## config.mk

```make
export PLATFORM = sky130hd
export DESIGN_NAME = param_cruncher
export DESIGN_NICKNAME = d
export VERILOG_FILES = /design/src/rtl/param_cruncher_pkg.sv /design/src/rtl/cruncher_alu.sv /design/src/rtl/param_cruncher.sv
export SDC_FILE = /design/constraint.sdc
export NUM_CORES = 1
export LEC_CHECK = 0
export CAP_MARGIN = 25
export CORE_ASPECT_RATIO = 1.75
export CORE_MARGIN = 10
export CORE_UTILIZATION = 60
export CTS_CLUSTER_DIAMETER = 100
export DETAILED_ROUTE_END_ITERATION = 6
export HOLD_SLACK_MARGIN = 0.02
export PLACE_DENSITY_LB_ADDON = 0.2
export SYNTH_ARGS = -nofsm -noshare
export SYNTH_HDL_FRONTEND = slang
export SYNTH_SLANG_ARGS = --single-unit
export TNS_END_PERCENT = 10
```

## constraint.sdc

```tcl
create_clock -name clk -period 5.3 [get_ports clk]
set_input_delay 0.795 -clock clk [delete_from_list [all_inputs] [get_ports clk]]
set_output_delay 0.795 -clock clk [all_outputs]
set_load 0.1 [all_outputs]
```

## src/rtl/param_cruncher_pkg.sv

```systemverilog
// Shared types for the param_cruncher micro-sequencer: opcodes, FSM states and
// instruction field offsets as functions of the datapath and register widths.
package param_cruncher_pkg;

  typedef enum logic [3:0] {
    OP_NOP = 4'd0,  OP_LDI = 4'd1,  OP_IN  = 4'd2,  OP_MOV = 4'd3,
    OP_ADD = 4'd4,  OP_SUB = 4'd5,  OP_AND = 4'd6,  OP_OR  = 4'd7,
    OP_XOR = 4'd8,  OP_OUT = 4'd9,  OP_JMP = 4'd10, OP_JZ  = 4'd11,
    OP_JC  = 4'd12, OP_HLT = 4'd13, OP_R14 = 4'd14, OP_R15 = 4'd15
  } opcode_e;

  typedef enum logic [1:0] {S_IDLE, S_FETCH, S_EXEC, S_HALT} state_e;

  // Instruction layout, MSB to LSB: {op[3:0], rd[RW], rs[RW], imm[DW]}
  function automatic int instr_w(int dw, int rw);
    return 4 + 2 * rw + dw;
  endfunction

  function automatic int op_lsb(int dw, int rw);
    return dw + 2 * rw;
  endfunction

  function automatic int rd_lsb(int dw, int rw);
    return dw + rw;
  endfunction

  function automatic int rs_lsb(int dw);
    return dw;
  endfunction

endpackage

```

## src/rtl/cruncher_alu.sv

```systemverilog
// Combinational ALU: result, carry/borrow and zero for the flag-setting ops.
module cruncher_alu
  import param_cruncher_pkg::*;
#(
  parameter int DW = 4
) (
  input  opcode_e       op,
  input  logic [DW-1:0] a,
  input  logic [DW-1:0] b,
  output logic [DW-1:0] res,
  output logic          carry,
  output logic          zero
);

  logic [DW:0] sum;

  // Bit DW of the widened difference is the unsigned borrow (a < b)
  always_comb begin
    sum = '0;
    case (op)
      OP_ADD:  sum = {1'b0, a} + {1'b0, b};
      OP_SUB:  sum = {1'b0, a} - {1'b0, b};
      OP_AND:  sum = {1'b0, a & b};
      OP_OR:   sum = {1'b0, a | b};
      OP_XOR:  sum = {1'b0, a ^ b};
      default: sum = {1'b0, a};
    endcase
  end

  assign res   = sum[DW-1:0];
  assign carry = sum[DW];
  assign zero  = (res == '0);

endmodule

```

## src/rtl/param_cruncher.sv

```systemverilog
// Two-cycle-per-instruction micro-sequencer: FETCH latches mem[pc], EXEC
// executes it. Program memory is writable only while not busy.
module param_cruncher
  import param_cruncher_pkg::*;
#(
  parameter int DW     = 4,
  parameter int NREG   = 4,
  parameter int PDEPTH = 16,
  parameter int RW     = $clog2(NREG),
  parameter int AW     = $clog2(PDEPTH),
  parameter int IW     = instr_w(DW, RW)
) (
  input  logic          clk,
  input  logic          rst_n,
  input  logic          start,
  input  logic          prog_we,
  input  logic [AW-1:0] prog_addr,
  input  logic [IW-1:0] prog_wdata,
  input  logic [DW-1:0] in_data,
  output logic [DW-1:0] out_data,
  output logic [AW-1:0] pc,
  output logic [IW-1:0] op_code,
  output logic          flag_z,
  output logic          flag_c,
  output logic          busy,
  output logic          halted
);

  localparam int OP_LSB = op_lsb(DW, RW);
  localparam int RD_LSB = rd_lsb(DW, RW);
  localparam int RS_LSB = rs_lsb(DW);

  state_e                   state;
  logic [IW-1:0]            mem [PDEPTH];
  logic [NREG-1:0][DW-1:0]  rf;

  opcode_e       op;
  logic [RW-1:0] rd, rs;
  logic [DW-1:0] imm, rd_val, rs_val, alu_res;
  logic [AW-1:0] pc_inc, tgt;
  logic          alu_c, alu_z;

  assign op     = opcode_e'(op_code[OP_LSB +: 4]);
  assign rd     = op_code[RD_LSB +: RW];
  assign rs     = op_code[RS_LSB +: RW];
  assign imm    = op_code[DW-1:0];
  assign rd_val = rf[rd];
  assign rs_val = rf[rs];
  assign pc_inc = pc + AW'(1);
  assign tgt    = AW'(imm);

  cruncher_alu #(.DW(DW)) u_alu (
    .op   (op),
    .a    (rd_val),
    .b    (rs_val),
    .res  (alu_res),
    .carry(alu_c),
    .zero (alu_z)
  );

  // Program memory keeps its contents across reset
  always_ff @(posedge clk) begin
    if (prog_we && (state == S_IDLE || state == S_HALT))
      mem[prog_addr] <= prog_wdata;
  end

  always_ff @(posedge clk or negedge rst_n) begin
    if (!rst_n) begin
      state    <= S_IDLE;
      pc       <= '0;
      op_code  <= '0;
      rf       <= '0;
      out_data <= '0;
      flag_z   <= 1'b0;
      flag_c   <= 1'b0;
      busy     <= 1'b0;
      halted   <= 1'b0;
    end else begin
      case (state)
        S_IDLE, S_HALT: begin
          if (start) begin
            state  <= S_FETCH;
            pc     <= '0;
            busy   <= 1'b1;
            halted <= 1'b0;
          end
        end
        S_FETCH: begin
          op_code <= mem[pc];
          state   <= S_EXEC;
        end
        S_EXEC: begin
          state <= S_FETCH;
          pc    <= pc_inc;
          case (op)
            OP_LDI: rf[rd] <= imm;
            OP_IN:  rf[rd] <= in_data;
            OP_MOV: rf[rd] <= rs_val;
            OP_ADD, OP_SUB, OP_AND, OP_OR, OP_XOR: begin
              rf[rd] <= alu_res;
              flag_z <= alu_z;
              flag_c <= alu_c;
            end
            OP_OUT: out_data <= rd_val;
            OP_JMP: pc <= tgt;
            OP_JZ:  if (flag_z) pc <= tgt;
            OP_JC:  if (flag_c) pc <= tgt;
            OP_HLT: begin
              state  <= S_HALT;
              busy   <= 1'b0;
              halted <= 1'b1;
            end
            default: ;
          endcase
        end
        default: state <= S_IDLE;
      endcase
    end
  end

endmodule

```

**Word level (Yosys, flattened, before mapping)**

Memory sizes are Yosys's and may differ from the RTL's. A register that Yosys moved wholly into a read port is not among the register bits.
Cells that the tools add are included.

- $add $sub $neg: 3
- $mul: 0
- Div/mod/pow operators: 0
- $lt $le $gt $ge: 3
- Eq/ne operators: 18
- Shift-type cells: 0
- Muxes and demuxes: 28
- Bitwise logic cells: 3
- Reduce and logical (&&, ||, !) cells: 15

Operators by type and width:

| operator | number |
|---|---|
| 16-bit bitwise mux | 4 |
| 16-bit one-hot mux with 4 select lines | 1 |
| 5-bit one-hot mux with 5 select lines | 1 |
| 4-bit == test, second input constant | 6 |
| 4-bit two-way mux | 6 |
| 4-bit binary-select mux with 2-bit select | 2 |
| 4-bit by 3-bit == test with 1-bit output, second input constant | 4 |
| 4-bit one-hot mux with 3 select lines | 1 |
| 4-bit demux with 2-bit select | 1 |
| 4-bit by 2-bit == test with 1-bit output, second input constant | 2 |
| 4-bit one-hot mux with 2 select lines | 1 |
| 2-bit AND reduction | 4 |
| 2-bit by 3-bit < comparator with 1-bit output, second input constant | 2 |
| 1-bit two-way mux | 6 |
| 2-bit one-hot mux with 3 select lines | 1 |
| 4-bit by 4-bit adder with 5-bit output | 1 |
| 5-bit OR reduction | 1 |
| 4-bit by 4-bit subtractor with 5-bit output | 1 |
| 4-bit by 1-bit adder with 4-bit output, second input constant | 1 |
| 4-bit AND | 1 |
| 2-bit == test, second input constant | 2 |
| 4-bit by 1-bit == test with 1-bit output, second input constant | 1 |
| 4-bit logical NOT | 1 |
| 2-bit two-way mux | 2 |
| other kinds (15) | 17 |

- Bits in registers: 30
- Latch bits: 0
- RAM bits: 192
- ROM bits: 0
- Bits of input ports: 24
- Output and inout bits: 24
- Word-level logic and storage cells: 82
- Memories: 1

Memories:

| memory | words | width | rd ports | clocked after Yosys merged registers in | wr ports | RTL line | source |
|---|---|---|---|---|---|---|---|
| mem | 16 | 12 | 1 | 1 | 1 | param_cruncher.sv:34 | `logic [IW-1:0] mem [PDEPTH];` |

**Longest topological paths before layout**

Gate-level depths: netlist of the first run.

- Word-level depth: 6
- Mapped depth: 12
- Depth with buffers taken out: 11

**By module**

A second synthesis of the first run with hierarchy kept.

- Cell total of the unflattened synthesis: 660
- Area, all modules: 10411.2 um2

Modules (own cells, without submodules):

| module | times used | cells an instance | area an instance (um2) | seq. area each (um2) |
|---|---|---|---|---|
| param_cruncher | 1 | 587 | 9869.5 | 6816.5 |
| cruncher_alu | 1 | 73 | 541.8 | 0.0 |

**Worst setup path before layout of the first run**

Ideal clock, no wire load.

- Path kind: flip-flop to flip-flop
- Start point: reg op_code[4] (read register of mem)
- End point: reg with a tool-made name
- Setup time: 0.124 ns
- Arrival: 3.555 ns
- Required time: 5.176 ns
- Path slack: 1.621 ns
- Stages on the path, launching flop included: 11
- Buffers on the path: 0
- Period minus slack after synthesis: 3.679 ns
- Cell sequence: dfrtp_1 -> mux4_2 -> inv_1 -> ha_1 -> mux2_2 -> fa_1 -> xor2_1 -> nor2_1 -> o31ai_1 -> o2bb2ai_1 -> a211o_1

RTL lines:

| element | RTL line | source |
|---|---|---|
| from (decl) | param_cruncher.sv:22 | `output logic [IW-1:0] op_code,` |

**Worst setup path in the final report of the first run**

- Start point: reg pc[1]
- End point: out pc[1]

RTL lines:

| element | RTL line | source |
|---|---|---|
| from (decl) | param_cruncher.sv:21 | `output logic [AW-1:0] pc,` |
| from (signal assigned) | param_cruncher.sv:94 | `pc <= pc_inc;` |
| from (signal assigned) | param_cruncher.sv:105 | `OP_JMP: pc <= tgt;` |
| from (signal assigned) | param_cruncher.sv:106 | `OP_JZ: if (flag_z) pc <= tgt;` |

No word-level cell between the ends.

==> flow_summary.ini, run 1 <==
[placed_design]
dpl_worst_slack_ps = 1879
hpwlAfterDp_um = 17930
place.gp.congestion = 0.9668
numPortBuffers = 47

[worst_setup_path]
reg2reg_depth = 9
cp_top_family = buffers and inverters
critical-path-max-stage-delay_ps = 1280
cp-end-kind = output pin
cp_data_arrival_time_ps = 2780
path_cells = buf_4, clkdlybuf4s50_1
crit_fanout = 52
worstSetupPathType = flop to output pin
path_buf_inv = 2
worst-path-stages = 2
cp_data_required_time_ps = 4510
startpoint_type = flop
crit_path_top_delay_cell = clkdlybuf4s50_1

[synth]
synth_compound_area_share_pct = 8.347
synthSimpleGateAreaFrac_pct = 8.359
syn-num-nets = 756
ys_seq_elements = 234
synthFlopType = edfxtp_1
synth_enable_flop_cells = 192
muxShareOfSynthArea_pct = 13.77
syn-cell-area_um2 = 10600
synth_top_family_by_area = multiplexers
synthXorXnorAreaFrac_pct = 0.3306
synth-adder-area-share_pct = 2.078
yosysWarnings = 0
synth_cells = 715
async_flop_share_pct = 17.95
ys_seq_area_share_pct = 64.32
syn_avg_cell_area_um2 = 14.82
synth_cell_types = 62

[finish]
num_antenna_cells = 0
fin_util_pct = 69.24
layout-drive-gt1-share_pct = 17.62
nets = 809
filler_cell_count = 1216
syn2layout_area_growth_pct = 14.06

[floorplanning]
die_width_um = 120.5
start_util_pct = 60.71
die_area_um2 = 23590
fp-row-count = 64
io_pins = 48
die-height_um = 195.8
coreArea_um2 = 17460

[global_routing]
grt_overflow_total = 0
grtUsageTotal_pct = 21.77
grt_start_max_net_pins = 53
antenna_found_initial = 0
grt_pass1_wl_um = 39530
grt_pass1_vias = 6945

[clock_tree]
htree_num_levels = 1
clock-root-buffer = clkbuf_16
clock_path_buffers = 3
cts_sinks = 234
cts_made_buffers = 21
ctsResizeCount = 0
cts_hold_buf = 0
clk_pin_slew_ps = 70
post_cts_buffers = 0
cts_tree = done
clock_latency_ps = 500

[sta]
max_freq_mhz = 279.7
finalCritPeriodShare_pct = 67.46
worst_slack_ps = 1724
hold_viol = 0
period_minus_slack_ps = 3576
fin_skew_ps = 16.14
setup_tns_ps = 0
setup_violations = 0
drv_slew = 0
slew_headroom_pct = 29.18
hold_ws_ps = 126.0
rsz0062_at_grt = false
tightest_slew_ps = 1060

[detailed_routing]
drcViolationCount = 0
wl_um = 25430
wire_per_inst_um = 25.08
drtIter0Drc = 519
ant_nets = 0
viasPerCell = 6.403
firstDrtPassIters = 5
num_vias = 6493

[power]
power.total_mw = 6.832
swShare_pct = 40.83
powerDensity_nw_per_um2 = 565.2
pwr-share-clk_pct = 21.6
internal_power_mw = 4.042
ir_drop_uv = 345.2
seq_power_share_pct = 35.8
p_leak_nw = 4.237
comb_power_share_pct = 42.6
p_switching_mw = 2.789

[run]
cap_violations = 0

[hold_path]
holdCritPathClass = primary input to async pin

[outcome]
status = finished clean
==> cell type report <==
cell class | instances | area [um^2] | share of cell area, %
multi-input cells | 413 | 3505 | 28.99
well taps | 231 | 289.0 | 2.391
flip-flops and latches | 234 | 6822 | 56.43
repair buffers | 69 | 693.2 | 5.734
clock inverters | 16 | 141.4 | 1.170
clock buffers | 22 | 529.3 | 4.378
inverters | 29 | 108.9 | 0.9005
==> cells in the mapped netlist, drive strengths merged, types with 4 or more instances <==
library cell,instances,share of area (%)
a311oi,4,0.33
and2,4,0.24
nor2b,8,0.47
ha,16,1.9
edfxtp,192,54
o211ai,8,0.57
a21oi,11,0.52
a31oi,4,0.24
nand2,107,3.8
o31ai,4,0.28
nor3,8,0.38
nor2,33,1.2
a22oi,13,0.92
a211o,8,0.66
nand2b,10,0.59
a221oi,6,0.79
o2bb2ai,4,0.33
clkbuf,20,0.71
mux2i,13,1.2
dfrtp,42,9.9
mux4,56,12
inv,29,1.0
o21ai,38,1.8
mux2,6,0.64
buf,19,1.1
nand3,9,0.42
==> per-layer routing <==
layer	part of all wire [%]	track usage (%)	wire, um
met2	55	40.43	14100
met4	6.2	13.33	1587
met3	4.7	2.875	1202
met5	0	0	0
met1	34	22.26	8534
==> layout by cell type (no fill, tap or decap), drive strengths merged, types with 9 or more instances in the layout <==
cell type      count
inv               30
a21oi             11
o21ai             38
mux2i             13
edfxtp           192
mux4              56
clkdlybuf4s50     46
nor2              33
nand2b            10
a22oi             13
buf               23
clkbuf            22
ha                16
nand3              9
dfrtp             42
clkinv            10
nand2            107
==> sequential cells by signal (all words and copies together), names as in the netlist, named ones only <==
name and flops:
out_data 4, halted 1, flag_z 1, op_code 12
flag_c 1, pc 4, mem 192, busy 1
state 2
==> power groups by stage <==
stage | clock network, mW | registers [mW] | logic (mW)
floorplan | 0 | 2.83 | 1.73
global placement | 0 | 2.46 | 2.79
detailed placement | 0 | 2.48 | 2.87
CTS | 1.51 | 2.44 | 2.88
global route | 1.58 | 2.47 | 3.15
finish | 1.48 | 2.44 | 2.91
==> through the flow <==
step                area, um^2  std cells
floorplan                10600        715
global placement         11280        966
detailed placement       11370        974
CTS                      12040       1012
global route             12090       1014
finish                   12090       1014
==> cell families after synthesis <==
| kind of cell | count (synthesis) |
|---|---|
| multiplexers | 75 |
| flip-flops | 234 |
| AO/OA/AOI/OAI | 122 |
| buffers and inverters | 68 |
| adder cells (fa/ha/maj) | 17 |
| AND/OR/NAND/NOR | 195 |
| XOR/XNOR | 4 |
==> final timing paths <==
| kind | to | slack [ps] | start |
|---|---|---|---|
| setup / recovery | pc[1] | 1720 | pc[1]$_DFFE_PN0P_ |
| hold / removal | async pin | 130 | rst_n |
| setup reg to reg | flop | 1730 | op_code[8]$_DFFE_PN0N_ |
| hold reg to reg | out_data[1]$_DFFE_PN0P_ | 510 | out_data[1]$_DFFE_PN0P_ |
| max in group asynchronous | pc[0]$_DFFE_PN0P_ | 4700 | rst_n |
| min in group clk | out_data[1]$_DFFE_PN0P_ | 510 | out_data[1]$_DFFE_PN0P_ |
Note: power is estimated with default switching activity, not from simulation.
==> run 2: changes to the inputs <==
==> constraint.sdc (replaced) <==
create_clock -name clk -period 3.6 [get_ports clk]
set_input_delay 0.54 -clock clk [delete_from_list [all_inputs] [get_ports clk]]
set_output_delay 0.54 -clock clk [all_outputs]
set_load 0.1 [all_outputs]
==> run 2 against run 1 <==
  * The flow now finishes with violations (DRC)
  * Design area is essentially flat
  * Power is 47% higher
  * Sequential share of layout area barely moved
  * Critical path depth up 8
  * Largest cell class unchanged
==> flow_summary.ini, run 2 (synthesized netlist as in run 1, its figures left out) <==
[detailed_routing]
ant_nets = 0
route.met3.wl_um = 1148
num_vias = 6451
drcViolationCount = 1
viasPerCell = 6.306
drtIter0Drc = 618
firstDrtPassIters = 7
wl_um = 25660
wire_per_inst_um = 25.09
top_layer_used = met4
drt-met1-wl_um = 8713
wl_met2_um = 14390

[clock_tree]
post_cts_buffers = 0
cts_made_buffers = 22
cts_sinks = 234
clock_latency_ps = 510
clock_path_buffers = 3
cts_tree = done
htree_num_levels = 1
clock-root-buffer = clkbuf_16
clk_pin_slew_ps = 70

[power]
seq_power_share_pct = 35.5
internal_power_mw = 5.929
powerDensity_nw_per_um2 = 831.6
p_switching_mw = 4.121
ir_drop_uv = 581.8
comb_power_share_pct = 43.1
swShare_pct = 41.01
p_leak_nw = 4.273
pwr-share-clk_pct = 21.4

[outcome]
violations = DRC
status = finished with violations

[worst_setup_path]
cp_data_required_time_ps = 4000
cp-end-kind = flop
cp_top_family = compound AO/OA/AOI/OAI gates
crit_fanout = 6
crit_path_top_delay_cell = mux4_2
path_cells = mux4_2, inv_1, ha_1, mux2_2, fa_1, xor2_1, nor2_1, o31ai_1, o2bb2ai_1, a211o_1
path_buf_inv = 1
startpoint_type = flop
worstSetupPathType = flop to flop
critical-path-max-stage-delay_ps = 580
cp_data_arrival_time_ps = 3760

[sta]
drv_slew = 0
rsz0062_at_grt = false
fin_skew_ps = 16.69
slew_headroom_pct = 30.46
tightest_slew_ps = 1039
period_minus_slack_ps = 3366
finalCritPeriodShare_pct = 93.50
setup_tns_ps = 0
setup_violations = 0
max_freq_mhz = 297.1
hold_ws_ps = 367.1
hold_viol = 0

[finish]
largestRegisters = mem (192), op_code (12)
regMostFlops = mem
layout_commonest_cell = edfxtp_1
layout-drive-gt1-share_pct = 19.44
num_antenna_cells = 0
final_cell_mix = edfxtp_1 (192), nand2_1 (105), mux4_2 (56)
syn2layout_area_growth_pct = 14.03
filler_cell_count = 1235
nets = 818
largest_register_ffs = 192

[floorplanning]
die_area_um2 = 23590
start_util_pct = 60.71
coreArea_um2 = 17460
die_width_um = 120.5
io_pins = 48
fp-row-count = 64
die-height_um = 195.8

[global_routing]
grtUsageTotal_pct = 22.03
grt_start_max_net_pins = 52
grt_pass1_vias = 6907
antenna_found_initial = 0
grt_pass1_wl_um = 39810
grt_overflow_total = 0

[placed_design]
hpwlAfterDp_um = 18020
numPortBuffers = 47
place.gp.congestion = 0.9513

[run]
cap_violations = 0

[hold_path]
holdCritPathClass = primary input to async pin
-- run 2: metal layers --
layer	track usage [%]	vias to the layer above
li1	-	2876
met1	23.04	3236
met2	40.96	263
met3	2.818	76
met4	12.34	0
met5	0	-
-- run 2: path summary, 6_finish.rpt --
check / start / end / slack [ps] / depth (start not counted)
min: rst_n / async pin / 370 / 2
max reg2reg: op_code[4]$_DFFE_PN0N_ / flop / 230 / 10
max in group asynchronous: rst_n / pc[0]$_DFFE_PN0P_ / 2770 / 3
min in group clk: out_data[0]$_DFFE_PN0P_ / out_data[0]$_DFFE_PN0P_ / 510 / 1
max: op_code[4]$_DFFE_PN0N_ / flop / 230 / 10
min reg2reg: out_data[0]$_DFFE_PN0P_ / out_data[0]$_DFFE_PN0P_ / 510 / 1
-- run 2: what timing repair did --
| action | CTS | global route |
|---|---|---|
| hold buffers | 0 | 1 |
| hold endpoints to repair | 0 | 3 |
| resized for setup | 0 | 0 |
-- run 2: worst register-to-register path, stage by stage, from the launching register on --
cell and delay (ps):
dfrtp_2 450, mux4_2 580, inv_1 130, ha_1 240
mux2_2 290, fa_1 410, xor2_1 170, nor2_1 80
o31ai_1 540, o2bb2ai_1 120, a211o_1 250
-- run 2: power groups by stage --
stage	registers (mW)	clock network (mW)	logic, mW
final	3.57	2.15	4.33
after global routing	3.61	2.28	4.66
after CTS	3.57	2.18	4.32
after detailed placement	3.62	0	4.30
after global placement	3.60	0	4.20
after floorplan	4.17	0	2.55
-- run 2: layout make-up --
type	count	area, um^2	area share [%]
timing repair buffer	77	698.2	5.778
multi-input combinational	413	3505	29.00
clock buffer	27	590.6	4.887
inverter	29	108.9	0.9008
clock inverter	12	70.07	0.5798
tap	231	289.0	2.392
sequential	234	6823	56.46
-- run 2: per-stage QoR --
step | utilization, % | area [um^2] | instances | total power [mW] | setup WS [ps]
3_5_place_dp | 65.27 | 11390 | 982 | 7.925 | 285.7
2_1_floorplan | - | 10600 | 715 | 6.720 | 55.79
5_1_grt | 69.22 | 12080 | 1023 | 10.55 | 57.19
4_1_cts | 69.05 | 12050 | 1021 | 10.08 | 263.8
6_report | 69.22 | 12080 | 1023 | 10.05 | 234.1
3_3_place_gp | 65.27 | 11390 | 982 | 7.805 | 410.2
==> run 3: changes to the inputs <==
--- a/config.mk
+++ b/config.mk
@@ -11,7 +11,6 @@
 export CORE_UTILIZATION = 60
 export CTS_CLUSTER_DIAMETER = 100
 export DETAILED_ROUTE_END_ITERATION = 6
-export HOLD_SLACK_MARGIN = 0.02
 export PLACE_DENSITY_LB_ADDON = 0.2
 export SYNTH_ARGS = -nofsm -noshare
 export SYNTH_HDL_FRONTEND = slang
==> constraint.sdc (replaced) <==
create_clock -name clk -period 3.1 [get_ports clk]
set_input_delay 0.465 -clock clk [delete_from_list [all_inputs] [get_ports clk]]
set_output_delay 0.465 -clock clk [all_outputs]
set_load 0.1 [all_outputs]
==> run 3 against run 2 <==
  * Clock skew shrank 2.9 ps
  * Clock power grew 22%
  * Sequential share of layout area shrank 0.53 points
  * Setup slack lost 150 ps
  * Register-to-register slack lost 150 ps
  * The run now ends clean
  * Power grew 20%
  * Maximum frequency grew 12%
  * Highest routed layer unchanged
  * Die area is the same
==> flow_summary.ini, run 3 (synthesized netlist as in run 1, its figures left out) <==
[detailed_routing]
ant_nets = 0
num_vias = 6577
wire_per_inst_um = 25.20
viasPerCell = 6.379
drtIter0Drc = 524
wl_um = 25990
firstDrtPassIters = 5
drcViolationCount = 0

[power]
p_switching_mw = 4.937
internal_power_mw = 7.150
powerDensity_nw_per_um2 = 989.2
swShare_pct = 40.84
ir_drop_uv = 786.5
pwr-share-clk_pct = 21.8
seq_power_share_pct = 34.0
p_leak_nw = 4.361
comb_power_share_pct = 44.2

[floorplanning]
io_pins = 48
die-height_um = 195.8
start_util_pct = 60.71
fp-row-count = 64
die_width_um = 120.5
die_area_um2 = 23590
coreArea_um2 = 17460

[worst_setup_path]
path_buf_inv = 1
regToRegSetupSlack_ps = 80
cp_top_family = multiplexers
path_cells = mux4_2, inv_2, ha_1, mux2_2, fa_2, xor2_2, nor2_2, o31ai_4, o2bb2ai_1, a211o_1
startpoint_type = flop
cp_data_required_time_ps = 3490
worstSetupPathType = flop to flop
crit_fanout = 6
crit_path_top_delay_cell = mux4_2
rr_startpoint = op_code[4]$_DFFE_PN0N_
crit_start = op_code[4]$_DFFE_PN0N_
critical-path-max-stage-delay_ps = 570
cp_data_arrival_time_ps = 3410
cp-end-kind = flop

[placed_design]
dpl.cell_count = 991
place.gp.congestion = 0.9707
hpwlAfterDp_um = 18200
numPortBuffers = 47

[sta]
finalCritPeriodShare_pct = 97.35
period_minus_slack_ps = 3018
hold_ws_ps = 298.7
hold_viol = 0
rsz0062_at_grt = true
slew_headroom_pct = 36.64
setup_violations = 0
drv_slew = 0
fin_skew_ps = 13.77
tightest_slew_ps = 949.3
max_freq_mhz = 331.4

[finish]
regMostFlops = mem
syn2layout_area_growth_pct = 15.30
num_antenna_cells = 0
filler_cell_count = 1209
final_cells = 1031
final_cell_mix = edfxtp_1 (192), nand2_1 (105), buf_4 (61)
fin_util_pct = 70.00
layout-drive-gt1-share_pct = 24.13
largest_register_ffs = 192
layout_commonest_cell = edfxtp_1
nets = 828
largestRegisters = mem (192), op_code (12)

[clock_tree]
cts_tree = done
htree_num_levels = 1
clock_latency_ps = 510
clock-root-buffer = clkbuf_16
cts_made_buffers = 21
cts_sinks = 234
clock_path_buffers = 3
clk_pin_slew_ps = 70

[global_routing]
grt_start_max_net_pins = 53
grt_pass1_vias = 7107
grtUsageTotal_pct = 21.90
grt_overflow_total = 0
antenna_found_initial = 0
grt_pass1_wl_um = 39860

[run]
cap_violations = 0

[hold_path]
holdCritPathClass = primary input to async pin

[outcome]
status = finished clean
run 3: cell types whose count changed in the layout (fill, tap and decap cells not counted), sizes merged:
cell / previous run / this run
buf: 38 / 65
clkdlybuf4s50: 38 / 22
clkbuf: 27 / 23
bufinv: 0 / 3
clkinv: 7 / 5
clkinvlp: 3 / 1
inv: 31 / 33
run 3: cell type report:
type	count	area, um^2	area share, %
sequential	234	6834	55.93
multi-input combinational	413	3548	29.04
timing repair buffer	88	753.2	6.164
clock buffer	23	533.0	4.362
tap	231	289.0	2.365
clock inverter	13	152.6	1.249
inverter	29	108.9	0.8908
run 3: final timing paths:
kind	endpoint	cells past startpoint
setup reg to reg	flop	10
hold reg to reg	out_data[1]$_DFFE_PN0P_	1
min in group clk	out_data[1]$_DFFE_PN0P_	1
hold / removal	async pin	2
max in group asynchronous	op_code[8]$_DFFE_PN0N_	3
setup / recovery	flop	10
run 3: timing repair:
item / in CTS / in global routing
hold endpoints to repair: 0 / 3
gates resized for setup: 0 / 6
setup buffers: 0 / 2
setup endpoints to repair: 0 / 7
hold buffers: 0 / 1
run 3: power groups by stage:
stage | sequential [mW] | clock [mW] | combinational, mW
3_3_place_gp | 4.14 | 0 | 4.95
2_1_floorplan | 4.86 | 0 | 2.98
5_1_grt | 4.14 | 2.78 | 5.72
6_report | 4.11 | 2.63 | 5.34
3_5_place_dp | 4.17 | 0 | 5.07
4_1_cts | 4.10 | 2.67 | 5.10
run 3: per-stage QoR:
step	power, mW	cell area [um^2]	setup slack [ps]	setup TNS, ps
after floorplan	7.836	10620	-25.80	-25.80
after CTS	11.88	12140	18.73	0
after global placement	9.096	11450	71.61	0
after detailed placement	9.239	11450	25.14	0
final	12.09	12220	82.25	0
after global routing	12.64	12220	-42.95	-140.1
run 3: metal layers:
metal	part of all wire, %	wire length (um)	track usage, %
met4	7.0	1817	13.87
met1	33	8511	21.73
met2	55	14250	40.87
met3	5.4	1402	3.306
met5	0	0	0
